<file path="src/rtl/cv32e40p_div_arbiter.sv">
// Round-robin front end sharing one serial divider between NUM_REQ requesters.
// Registers the granted request, conditions operand B and tags the result with the owner id.
module cv32e40p_div_arbiter #(
    parameter int unsigned NUM_REQ     = 2,
    parameter int unsigned C_WIDTH     = 32,
    parameter int unsigned C_LOG_WIDTH = 6,
    parameter int unsigned ID_W        = $clog2(NUM_REQ)
) (
    input  logic                       Clk_CI,
    input  logic                       Rst_RBI,
    input  logic [NUM_REQ-1:0]         Req_Vld_SI,
    output logic [NUM_REQ-1:0]         Req_Rdy_SO,
    input  logic [NUM_REQ*C_WIDTH-1:0] Req_OpA_DI,
    input  logic [NUM_REQ*C_WIDTH-1:0] Req_OpB_DI,
    input  logic [NUM_REQ*2-1:0]       Req_OpCode_DI,
    input  logic                       Flush_SI,
    output logic                       Rsp_Vld_SO,
    input  logic                       Rsp_Rdy_SI,
    output logic [ID_W-1:0]            Rsp_Id_DO,
    output logic [C_WIDTH-1:0]         Rsp_Res_DO,
    output logic                       Rsp_Err_SO,
    output logic                       Busy_SO,
    output logic [C_WIDTH-1:0]         Div_OpA_DO,
    output logic [C_WIDTH-1:0]         Div_OpB_DO,
    output logic [C_LOG_WIDTH-1:0]     Div_OpBShift_DO,
    output logic                       Div_OpBIsZero_SO,
    output logic                       Div_OpBSign_SO,
    output logic [1:0]                 Div_OpCode_DO,
    output logic                       Div_InVld_SO,
    output logic                       Div_OutRdy_SO,
    input  logic                       Div_OutVld_SI,
    input  logic [C_WIDTH-1:0]         Div_Res_DI,
    input  logic [4:0]                 Div_MemErr_DI
);

    typedef enum logic [1:0] {StArb, StIssue, StBusy, StResp} state_e;

    state_e               state_q, state_d;
    logic [ID_W-1:0]      rr_ptr_q, rr_ptr_d;
    logic [ID_W-1:0]      id_q;
    logic [C_WIDTH-1:0]   opa_q, opb_q, res_q, res_d;
    logic [1:0]           opcode_q;
    logic                 err_q, err_d;
    logic                 discard_q, discard_d;
    logic                 load;

    logic                 grant_vld;
    logic [ID_W-1:0]      grant_idx, cand;
    logic [C_WIDTH-1:0]   sel_a, sel_b;
    logic [1:0]           sel_op;

    logic                 sgn, lz_found, div_active, mem_err;
    logic [C_WIDTH-1:0]   b_eff;
    logic [C_LOG_WIDTH-1:0] lz, shift;

    // First valid requester scanning upward from the one after the last winner.
    always_comb begin
        grant_vld = 1'b0;
        grant_idx = '0;
        cand      = '0;
        for (int unsigned k = 1; k <= NUM_REQ; k++) begin
            cand = ID_W'((32'(rr_ptr_q) + k) % NUM_REQ);
            if (!grant_vld && Req_Vld_SI[cand]) begin
                grant_vld = 1'b1;
                grant_idx = cand;
            end
        end
    end

    always_comb begin
        sel_a  = '0;
        sel_b  = '0;
        sel_op = '0;
        for (int unsigned i = 0; i < NUM_REQ; i++) begin
            if (ID_W'(i) == grant_idx) begin
                sel_a  = Req_OpA_DI[i*C_WIDTH +: C_WIDTH];
                sel_b  = Req_OpB_DI[i*C_WIDTH +: C_WIDTH];
                sel_op = Req_OpCode_DI[i*2 +: 2];
            end
        end
    end

    assign sgn   = opcode_q[0] & opb_q[C_WIDTH-1];
    assign b_eff = sgn ? ~opb_q : opb_q;

    always_comb begin
        lz       = C_LOG_WIDTH'(C_WIDTH);
        lz_found = 1'b0;
        for (int i = C_WIDTH - 1; i >= 0; i--) begin
            if (!lz_found && b_eff[i]) begin
                lz       = C_LOG_WIDTH'(C_WIDTH - 1 - i);
                lz_found = 1'b1;
            end
        end
    end

    assign shift = (lz > C_LOG_WIDTH'(C_WIDTH - 1)) ? C_LOG_WIDTH'(C_WIDTH - 1) : lz;

    // Divider operands are only driven while an operation owns the divider.
    assign div_active       = (state_q == StIssue) || (state_q == StBusy);
    assign Div_OpA_DO       = div_active ? opa_q : '0;
    assign Div_OpB_DO       = div_active ? (opb_q << shift) : '0;
    assign Div_OpBShift_DO  = div_active ? shift : '0;
    assign Div_OpBIsZero_SO = div_active && (opb_q == '0);
    assign Div_OpBSign_SO   = div_active && sgn;
    assign Div_OpCode_DO    = div_active ? opcode_q : 2'b00;

    assign mem_err    = |Div_MemErr_DI;
    assign Busy_SO    = (state_q != StArb);
    assign Rsp_Id_DO  = id_q;
    assign Rsp_Res_DO = res_q;
    assign Rsp_Err_SO = err_q;

    always_comb begin
        state_d       = state_q;
        rr_ptr_d      = rr_ptr_q;
        err_d         = err_q;
        discard_d     = discard_q;
        res_d         = res_q;
        load          = 1'b0;
        Req_Rdy_SO    = '0;
        Div_InVld_SO  = 1'b0;
        Div_OutRdy_SO = 1'b0;
        Rsp_Vld_SO    = 1'b0;
        unique case (state_q)
            StArb: begin
                if (grant_vld) begin
                    Req_Rdy_SO[grant_idx] = 1'b1;
                    load      = 1'b1;
                    rr_ptr_d  = grant_idx;
                    err_d     = 1'b0;
                    discard_d = 1'b0;
                    state_d   = StIssue;
                end
            end
            StIssue: begin
                Div_InVld_SO = 1'b1;
                if (mem_err)  err_d     = 1'b1;
                if (Flush_SI) discard_d = 1'b1;
                state_d = StBusy;
            end
            StBusy: begin
                if (mem_err)  err_d     = 1'b1;
                if (Flush_SI) discard_d = 1'b1;
                if (Div_OutVld_SI) begin
                    Div_OutRdy_SO = 1'b1;
                    res_d         = Div_Res_DI;
                    state_d       = (discard_q || Flush_SI) ? StArb : StResp;
                end
            end
            StResp: begin
                Rsp_Vld_SO = 1'b1;
                if (Flush_SI || Rsp_Rdy_SI) state_d = StArb;
            end
            default: state_d = StArb;
        endcase
    end

    always_ff @(posedge Clk_CI) begin
        if (!Rst_RBI) begin
            state_q   <= StArb;
            rr_ptr_q  <= ID_W'(NUM_REQ - 1);
            id_q      <= '0;
            opa_q     <= '0;
            opb_q     <= '0;
            opcode_q  <= '0;
            res_q     <= '0;
            err_q     <= 1'b0;
            discard_q <= 1'b0;
        end else begin
            state_q   <= state_d;
            rr_ptr_q  <= rr_ptr_d;
            res_q     <= res_d;
            err_q     <= err_d;
            discard_q <= discard_d;
            if (load) begin
                id_q     <= grant_idx;
                opa_q    <= sel_a;
                opb_q    <= sel_b;
                opcode_q <= sel_op;
            end
        end
    end

endmodule

</file>
<file path="config.mk">
export PLATFORM = sky130hd
export DESIGN_NAME = cv32e40p_div_arbiter
export DESIGN_NICKNAME = d
export VERILOG_FILES = /design/src/rtl/cv32e40p_div_arbiter.sv
export SDC_FILE = /design/constraint.sdc
export NUM_CORES = 1
export LEC_CHECK = 0
export ABC_AREA = 1
export CELL_PAD_IN_SITES_DETAIL_PLACEMENT = 0
export CELL_PAD_IN_SITES_GLOBAL_PLACEMENT = 2
export CORE_ASPECT_RATIO = 2
export CORE_MARGIN = 4
export CORE_UTILIZATION = 22
export DETAILED_ROUTE_END_ITERATION = 10
export PLACE_DENSITY_LB_ADDON = 0.1
export SYNTH_ARGS = -nofsm -noshare
export SYNTH_HDL_FRONTEND = slang
export SYNTH_SLANG_ARGS = --single-unit
export TNS_END_PERCENT = 10
</file>
<file path="constraint.sdc">
create_clock -name Clk_CI -period 5.1 [get_ports Clk_CI]
set_input_delay 1.53 -clock Clk_CI [delete_from_list [all_inputs] [get_ports Clk_CI]]
set_output_delay 1.53 -clock Clk_CI [all_outputs]
set_load 0.01 [all_outputs]
</file>
; ---- Word level (Yosys, flattened, before mapping)
; Cells that the tools add are included.
[op_classes]
order_cmp = 5
n_reduce_logical = 81
n_addsub = 2
n_eq_ne = 8
shift = 1
muxes = 100
bitwise = 2
[op_table]
columns = operator, count
row1 = 2-to-1 mux 6 bit, 34
row2 = 2-to-1 mux 32 bit, 5
row3 = 2-to-1 mux 1 bit, 49
row4 = logical AND 1 bit, 35
row5 = zero test 1 bit, 32
row6 = zero test 32 bit, 1
row7 = inverter 32 bit, 1
row8 = left shift 32 x 6 -> 32 bit, 1
row9 = 2-to-1 mux 2 bit, 8
row10 = AND reduction 3 bit, 3
row11 = case mux 2 bit (4 select lines), 1
row12 = "> comparator 6 x 5 -> 1 bit, second input constant", 1
row13 = "< comparator 1 x 2 -> 1 bit, second input constant", 3
row14 = "!= test 2 bit, second input constant", 3
row15 = OR reduction 5 bit, 1
row16 = "equality test 2 bit, second input constant", 2
row17 = "!= test 2 x 1 -> 1 bit, second input constant", 2
row18 = case mux 1 bit (2 select lines), 2
row19 = AND reduction 2 bit, 2
row20 = nonzero test 2 bit, 2
row21 = logical OR 1 bit, 3
row22 = "adder 1 bit, second input constant", 2
row23 = "equality test 2 x 1 -> 1 bit, second input constant", 1
row24 = zero test 2 bit, 1
row25 = other kinds (4), 4
[word_totals]
out_inout_bits = 114
in_bits = 176
ff_bits = 104

; ---- Depth between registers and ports, before layout
; Gate-level depths: netlist (run 1).
[depth]
word_depth = 100
depth_mapped = 28
depth_no_buf = 26

; ---- Worst setup path after synthesis (run 1)
; Ideal clock, no wire load.
[synth_timing]
path_kind = flip-flop to output port
start = register opcode_q[0]
end = output port Div_OpB_DO[10]
path_stages_with_launch = 26
t_arrival_ps = 3252
required_ps = 3570
slack_ps = 318
cell_sequence = dfxtp_1 buf_6 nand2_4 buf_8 xor2_2 nand4_2 nor2_4 nand4_2 nor2_4 nand4_4 nor2_4 nand4_2 nor2_2 nand4_2 nor2_4 nand4_4 nor2_4 nand3_2 nand2_2 inv_2 buf_4 nand3_1 nand3_1 nand3_1 nand2_1 nor2_1
[synth_between]
elab_chain_len = 100
[synth_rtl]
columns = element, line
row1 = from (decl), 42  ; logic [1:0] opcode_q;
row2 = from (signal assigned), 180  ; opcode_q <= sel_op;
row3 = AND 1 bit *, 83  ; assign sgn = opcode_q[0] & opb_q[C_WIDTH-1];
row4 = 2-to-1 mux 32 bit *, 84  ; assign b_eff = sgn ? ~opb_q : opb_q;
row5 = 2-to-1 mux 1 bit, 90  ; if (!lz_found && b_eff[i]) begin
row6 = zero test 1 bit, 90
row7 = logical AND 1 bit, 90
row8 = 2-to-1 mux 1 bit, 90
row9 = zero test 1 bit, 90
row10 = logical AND 1 bit, 90
row11 = (+84 left out), --
row12 = 2-to-1 mux 1 bit, 90
row13 = zero test 1 bit, 90
row14 = logical AND 1 bit, 90
row15 = 2-to-1 mux 6 bit *, 90
row16 = > comparator 6 x 5 -> 1 bit, 97  ; assign shift = (lz > C_LOG_WIDTH'(C_WIDTH - 1)) ? C_LOG_WIDTH'(C_WIDTH - 1) : lz;
row17 = 2-to-1 mux 6 bit *, 97
row18 = left shift 32 x 6 -> 32 bit *, 102  ; assign Div_OpB_DO = div_active ? (opb_q << shift) : '0;
row19 = 2-to-1 mux 32 bit *, 102
row20 = to (decl), 24  ; output logic [C_WIDTH-1:0] Div_OpB_DO,
; Mark *: on every way between the ends. The rest lies on a longest branch, timed or not.

; ---- Worst setup path after layout (run 1)
[layout_timing]
start = register opcode_q[0]
end = output port Div_OpB_DO[31]
; Same word-level chain as after synthesis.

==> results.yml, run 1 <==
power:
  p_int_mw: 4.79
  power_density_nw_per_um2: 740
  power_mw: 10.0
  p_sw_mw: 5.23
  clock_power_share_pct: 7.9
  p_comb_share_pct: 80.6
  power.share.sequential_pct: 11.5
  leakage_nw: 5.68
  ir_drop_uv: 426
  switching_share_pct: 52.2
drt:
  num_vias: 9252
  drc_errors: 0
  drt_iter0_drc: 323
  dr.pass1.iters: 5
  wl_per_cell_um: 19.7
  ant_nets: 0
  wl_mm: 38.0
  via_per_inst: 4.79
yosys:
  yosysSeqAreaShare_pct: 29.6
  yosys.area.top_type_share_pct: 29.6
  synth_enable_flop_cells: 0
  synth_compound_area_share_pct: 10.9
  synth_top_family_by_area: "simple AND/OR/NAND/NOR gates"
  synthTopCellsByCount: "315 x nand2_1, 236 x nand3_1, 105 x nor2_1"
  synth_xor_area_share_pct: 3.44
  synth_seq_cells: 104
  syn_avg_cell_area_um2: 6.21
  yosysTopAreaCell: "dfxtp_1"
  synth_area_leaders: "dfxtp_1 30%, nand2_1 17%, nand3_1 17%, a31oi_1 5.6%, nor2_1 5.6%"
  synth-simple-area-share_pct: 45.3
  ys.warnings.count: 0
  syn_area_um2: 7030
  syn_nets: 1312
  synth_flop_cell: "dfxtp_1"
  async_flop_share_pct: 0
  synth-adder-area-share_pct: 0.712
  synth_cells: 1132
  ys_types: 45
  synth.most_common_cell: "nand2_1"
  synthMuxAreaShare_pct: 0
die:
  dieArea_um2: 35000
  die_y_um: 261
  ios: 290
  start_util_pct: 22.3
  core-area_um2: 31500
  die_x_um: 134
  num_rows: 92
clocking:
  ctsRootBufferMaster: "clkbuf_16"
  clockBufferDepth: 2
  cts_tree: "yes"
  path_clk_slew_ns: 0.07
  ctsHoldBuffers: 0
  cts_made_buffers: 9
  worst_skew_pair.late_latency_ns: 0.37
  cts_htree_levels: 3
  clock-sinks: 104
sta:
  fmax_ghz: 0.178
  worst_slack_ns: -0.519
  slew_viol_final: 0
  fin_tns_setup_ns: -14.38
  min_period_over_period_pct: 110
  tightestPinTransition_ns: 0.974
  fin_hold_ws_ns: 0.471
  period_minus_slack_ns: 5.62
  slew_headroom_pct: 35.0
  rsz0062_at_grt: "yes"
  finalSetupViolCount: 35
  skew_ns: 0.0115
  hold_viol: 0
layout:
  instances_no_fill: 1933
  final_cell_area_um2: 13600
  drive_above_1_share_pct: 31.4
  final_nets: 1683
  final_util_pct: 43.0
  area_growth_pct: 92.8
worst_setup_path:
  crit_top_cell: "buf_4"
  startpoint_type: "flop"
  cp_slowest_stage_delay_ns: 0.42
  crit_path_end_kind: "output pin"
  cp.required_ns: 3.57
  crit_start: "opcode_q[0]$_SDFFE_PN0P_"
  cp.arrival_ns: 4.09
  crit_fanout: 7
  worstSetupPathType: "reg2out"
  r2r-start: "state_q[0]$_SDFFE_PN0P_"
  cpMaxStageDelayCell: "dfxtp_4"
placed_design:
  place.gp.congestion: 0.868
  dp_slack_ns: -0.718
  dp.cells: 1873
  hpwl_mm: 27.9
  placed_cell_area_um2: 11000
  port_buffers: 288
min_path:
  hold_path.class: "reg2reg"
  worstHoldStart: "rr_ptr_q$_SDFFE_PN1P_"
global_route:
  overflow: 0
  grt_pass1_wl_mm: 55.5
  grt_max_degree: 67
  first_global_vias: 9561
  antenna_found_initial: 4
  gr-usage-all-layers_pct: 20.6
run_status:
  violations: "setup timing"
  status: "finished with violations"
run:
  max_cap_violations: 0
==> cells by family (layout without fill, tap and decap cells) <==
family | Yosys count | count (layout)
XOR/XNOR | 25 | 25
adder cells (fa/ha/maj) | 4 | 4
AO/OA/AOI/OAI | 127 | 127
flip-flops | 104 | 104
other | 1 | 3
buffers and inverters | 164 | 540
AND/OR/NAND/NOR | 707 | 707
==> critical path: cells and delay by family (launching register included) <==
family        cells  cell delay, ns
buf+inv          18            2.22
simple gates     11            1.08
flops             1            0.42
==> layout make-up <==
| cell class | instances | area (um2) |
|---|---|---|
| clock buffers | 9 | 225 |
| multi-input cells | 864 | 6050 |
| well taps | 423 | 529 |
| repair buffers | 438 | 4220 |
| fillers | 3338 | 18000 |
| clock inverters | 7 | 101 |
| diodes | 2 | 5.00 |
| flip-flops and latches | 104 | 2090 |
| inverters | 86 | 333 |
==> flip-flops by register name, summed over array words and instances (netlist names) <==
signal	count
Rsp_Err_SO	1
discard_q	1
Rsp_Res_DO	32
Rsp_Id_DO	1
opcode_q	2
opa_q	32
opb_q	32
rr_ptr_q	1
state_q	2
==> timing repair <==
action,in CTS,in global routing
endpoints found under the setup margin,36,36
gates resized for setup,274,232
pin swaps,34,60
cloned,3,7
setup buffers,24,11
==> power by group through the flow <==
stage,Sequential [mW],Combinational [mW],Clock [mW]
after detailed placement,1.14,5.65,0
after floorplan,1.13,2.97,0
final,1.15,8.09,0.792
after CTS,1.13,6.77,0.824
after global routing,1.17,8.66,0.846
after global placement,1.14,5.67,0
==> metal layers <==
layer	global-route usage [%]	vias to the layer above	part of all wire [%]
li1	-	4528	-
met5	0	-	0.071
met4	10.8	4	5.6
met3	5.13	90	5.4
met2	40.1	290	56
met1	19.4	4340	33
==> final timing paths <==
| check | end | slack (ns) | cells after the start |
|---|---|---|---|
| hold / removal | rr_ptr_q$_SDFFE_PN1P_ | 0.47 | 2 |
| hold reg to reg | rr_ptr_q$_SDFFE_PN1P_ | 0.47 | 2 |
| setup reg to reg | opcode_q[0]$_SDFFE_PN0P_ | 2.67 | 9 |
| setup / recovery | Div_OpB_DO[31] | -0.52 | 29 |
==> cells in the final DEF, fill, tap and decap left out, types with 3 or more instances in the layout <==
master / count
nand4_1: 5
nand2_8: 3
clkdlybuf4s15_2: 3
clkdlybuf4s50_1: 252
a21oi_1: 6
nor3_1: 7
nor2_4: 10
buf_12: 13
nand3_4: 61
buf_4: 119
dfxtp_1: 100
nor4_1: 5
buf_6: 10
xor2_1: 21
a31oi_1: 63
dfxtp_4: 3
buf_8: 4
xor2_4: 3
buf_2: 27
nand3_2: 128
nand2_2: 21
nand3_1: 50
inv_1: 81
nand4_4: 6
o21ai_0: 36
clkbuf_16: 16
a221oi_1: 5
nand2_4: 16
ha_1: 4
and3_1: 3
nand2_1: 279
nor2_1: 97
nor2_2: 4
a211oi_1: 5
Note: power is estimated with default switching activity, not from simulation.
==> run 2: changes to the inputs <==
- CORE_ASPECT_RATIO: 2 -> 1.2
==> run 2 against run 1 <==
The run still ends with setup timing left. Sequential power hardly changed. Critical endpoint is now Div_OpB_DO[15]. Routed wire length is 9.4% lower. Flip-flop and latch count stayed put. Via count is 3.3% lower. Largest power group unchanged. Core utilization is 2.8 points lower. Global-route usage is 2.0 points lower. Clock power is 2% higher.
==> results.yml, run 2 (same netlist as run 1, synthesis figures left out) <==
global_route:
  overflow: 0
  gr-usage-all-layers_pct: 18.7
  antenna_found_initial: 7
  grt_pass1_wl_mm: 51.0
  first_global_vias: 8829
  grt_max_degree: 68
power:
  ir_drop_uv: 345
  leakage_nw: 5.41
  power_density_nw_per_um2: 704
die:
  die_x_um: 171
  start_util_pct: 22.4
  die_y_um: 204
  dieArea_um2: 34900
  num_rows: 71
  core-area_um2: 31400
  ios: 290
clocking:
  path_clk_slew_ns: 0.07
  worst_skew_pair.late_latency_ns: 0.36
  ctsHoldBuffers: 0
  cts_made_buffers: 9
  cts_htree_levels: 3
  cts_tree: "yes"
  clock-sinks: 104
  ctsRootBufferMaster: "clkbuf_16"
  clockBufferDepth: 2
drt:
  ant_nets: 0
  wl_per_cell_um: 18.3
  drt_iter0_drc: 456
  via_per_inst: 4.75
  drc_errors: 0
  wl_mm: 34.4
  num_vias: 8948
  dr.pass1.iters: 4
sta:
  fmax_ghz: 0.183
  tightestPinTransition_ns: 0.989
  fin_tns_setup_ns: -10.64
  min_period_over_period_pct: 107
  worst_slack_ns: -0.372
  hold_viol: 0
  finalSetupViolCount: 33
  rsz0062_at_grt: "yes"
  fin_hold_ws_ns: 0.474
  period_minus_slack_ns: 5.47
  skew_ns: 0.00751
  slew_headroom_pct: 34.1
  slew_viol_final: 0
layout:
  regArea_um2: 2090
  drive_above_1_share_pct: 25.9
  multi_input_area_um2: 5410
  final_nets: 1658
  fillers: 3401
  final_util_pct: 40.2
  mostFrequentLayoutCells: "285 x nand2_1, 252 x clkdlybuf4s50_1, 108 x nand3_1, 106 x nand3_2, 101 x dfxtp_1"
  area_growth_pct: 79.9
  n_antenna_cell: 0
  final_common_cell: "nand2_1"
placed_design:
  hpwl_mm: 25.9
  port_buffers: 288
  place.gp.congestion: 0.810
worst_setup_path:
  rr_worst_depth: 9
  startpoint_type: "flop"
  setup.worst_path.end: "Div_OpB_DO[15]"
  crit_start: "opcode_q[0]$_SDFFE_PN0P_"
  reg2reg_slack_ns: 2.79
  worstSetupPathType: "reg2out"
  crit_path_end_kind: "output pin"
  cp.arrival_ns: 3.94
  cp.required_ns: 3.57
  crit_fanout: 7
  r2r_end: "opcode_q[0]$_SDFFE_PN0P_"
  r2r-start: "state_q[0]$_SDFFE_PN0P_"
run:
  max_cap_violations: 0
run_status:
  status: "finished with violations"
  violations: "setup timing"
min_path:
  hold_path.class: "reg2reg"
==> run 2: worst min path at each step <==
stage                               to  cells past startpoint                     from  slack [ns]
5_1_grt        Rsp_Err_SO$_SDFFE_PN0P_                      2  Rsp_Err_SO$_SDFFE_PN0P_        0.50
3_3_place_gp    Rsp_Id_DO$_SDFFE_PN0P_                      2   Rsp_Id_DO$_SDFFE_PN0P_        0.46
3_5_place_dp     rr_ptr_q$_SDFFE_PN1P_                      2    rr_ptr_q$_SDFFE_PN1P_        0.46
6_report        Rsp_Id_DO$_SDFFE_PN0P_                      2   Rsp_Id_DO$_SDFFE_PN0P_        0.47
4_1_cts         Rsp_Id_DO$_SDFFE_PN0P_                      2   Rsp_Id_DO$_SDFFE_PN0P_        0.48
2_1_floorplan    rr_ptr_q$_SDFFE_PN1P_                      2    rr_ptr_q$_SDFFE_PN1P_        0.43
==> run 2: per-layer routing <==
metal / up-vias / part of all wire, % / global-route usage (%)
met5: - / 0.27 / 0
li1: 4469 / - / -
met1: 4170 / 39 / 21.5
met3: 50 / 7.4 / 6.36
met4: 14 / 2.1 / 3.88
met2: 245 / 51 / 33.4
==> run 2: timing repair <==
| item | CTS | global route |
|---|---|---|
| gates cloned | 0 | 6 |
| pin swaps | 18 | 52 |
| endpoints found under the setup margin | 36 | 36 |
| buffers inserted | 6 | 20 |
| resized for setup | 176 | 205 |
==> run 2: through the flow <==
stage	std cells	setup slack [ns]	total power [mW]	area (um2)
CTS	1858	-0.589	7.76	11700
global route	1884	-0.617	9.57	12600
finish	1884	-0.372	8.90	12600
floorplan	1132	0.318	4.09	7030
global placement	1836	-0.586	6.66	10900
detailed placement	1836	-0.616	6.62	10900
==> run 2: layout make-up <==
type | count | area share (%)
Multi-Input combinational cell | 864 | 42.8
Inverter | 86 | 2.59
Tap cell | 401 | 3.97
Timing Repair Buffer | 413 | 31.4
Clock inverter | 5 | 0.831
Clock buffer | 11 | 1.84
Sequential cell | 104 | 16.5
==> run 2: worst max-delay path, stage by stage, from the launching register on <==
cell and delay (ns):
dfxtp_4 0.37, nand2_4 0.11, buf_12 0.15, xor2_4 0.19, nand4_4 0.13, nor2_4 0.15
nand4_4 0.10, nor2_4 0.13, nand4_4 0.10, nor2_4 0.16, nand4_4 0.10, nor2_4 0.14
nand4_4 0.09, nor2_4 0.15, nand4_4 0.13, nor2_4 0.17, nand3_4 0.12, nand2_4 0.13
buf_8 0.15, buf_12 0.13, nand2_1 0.08, nand3_2 0.13, nand3_4 0.08, nand3_2 0.10
nand2_1 0.05, nor2_1 0.08, buf_2 0.15
==> run 2: where the power goes <==
part / leakage [nW] / total (mW) / switching, mW / internal, mW
combinational: 4.40 / 6.97 / 4.01 / 2.96
sequential: 0.855 / 1.13 / 0.143 / 0.986
clock: 0.156 / 0.808 / 0.327 / 0.481
total: 5.41 / 8.90 / 4.48 / 4.43
==> run 3: changes to the inputs <==
- CTS_CLUSTER_DIAMETER: not set -> 200
==> results of run 3 <==
The final DEF is identical to that of run 2; final timing and power are the same.
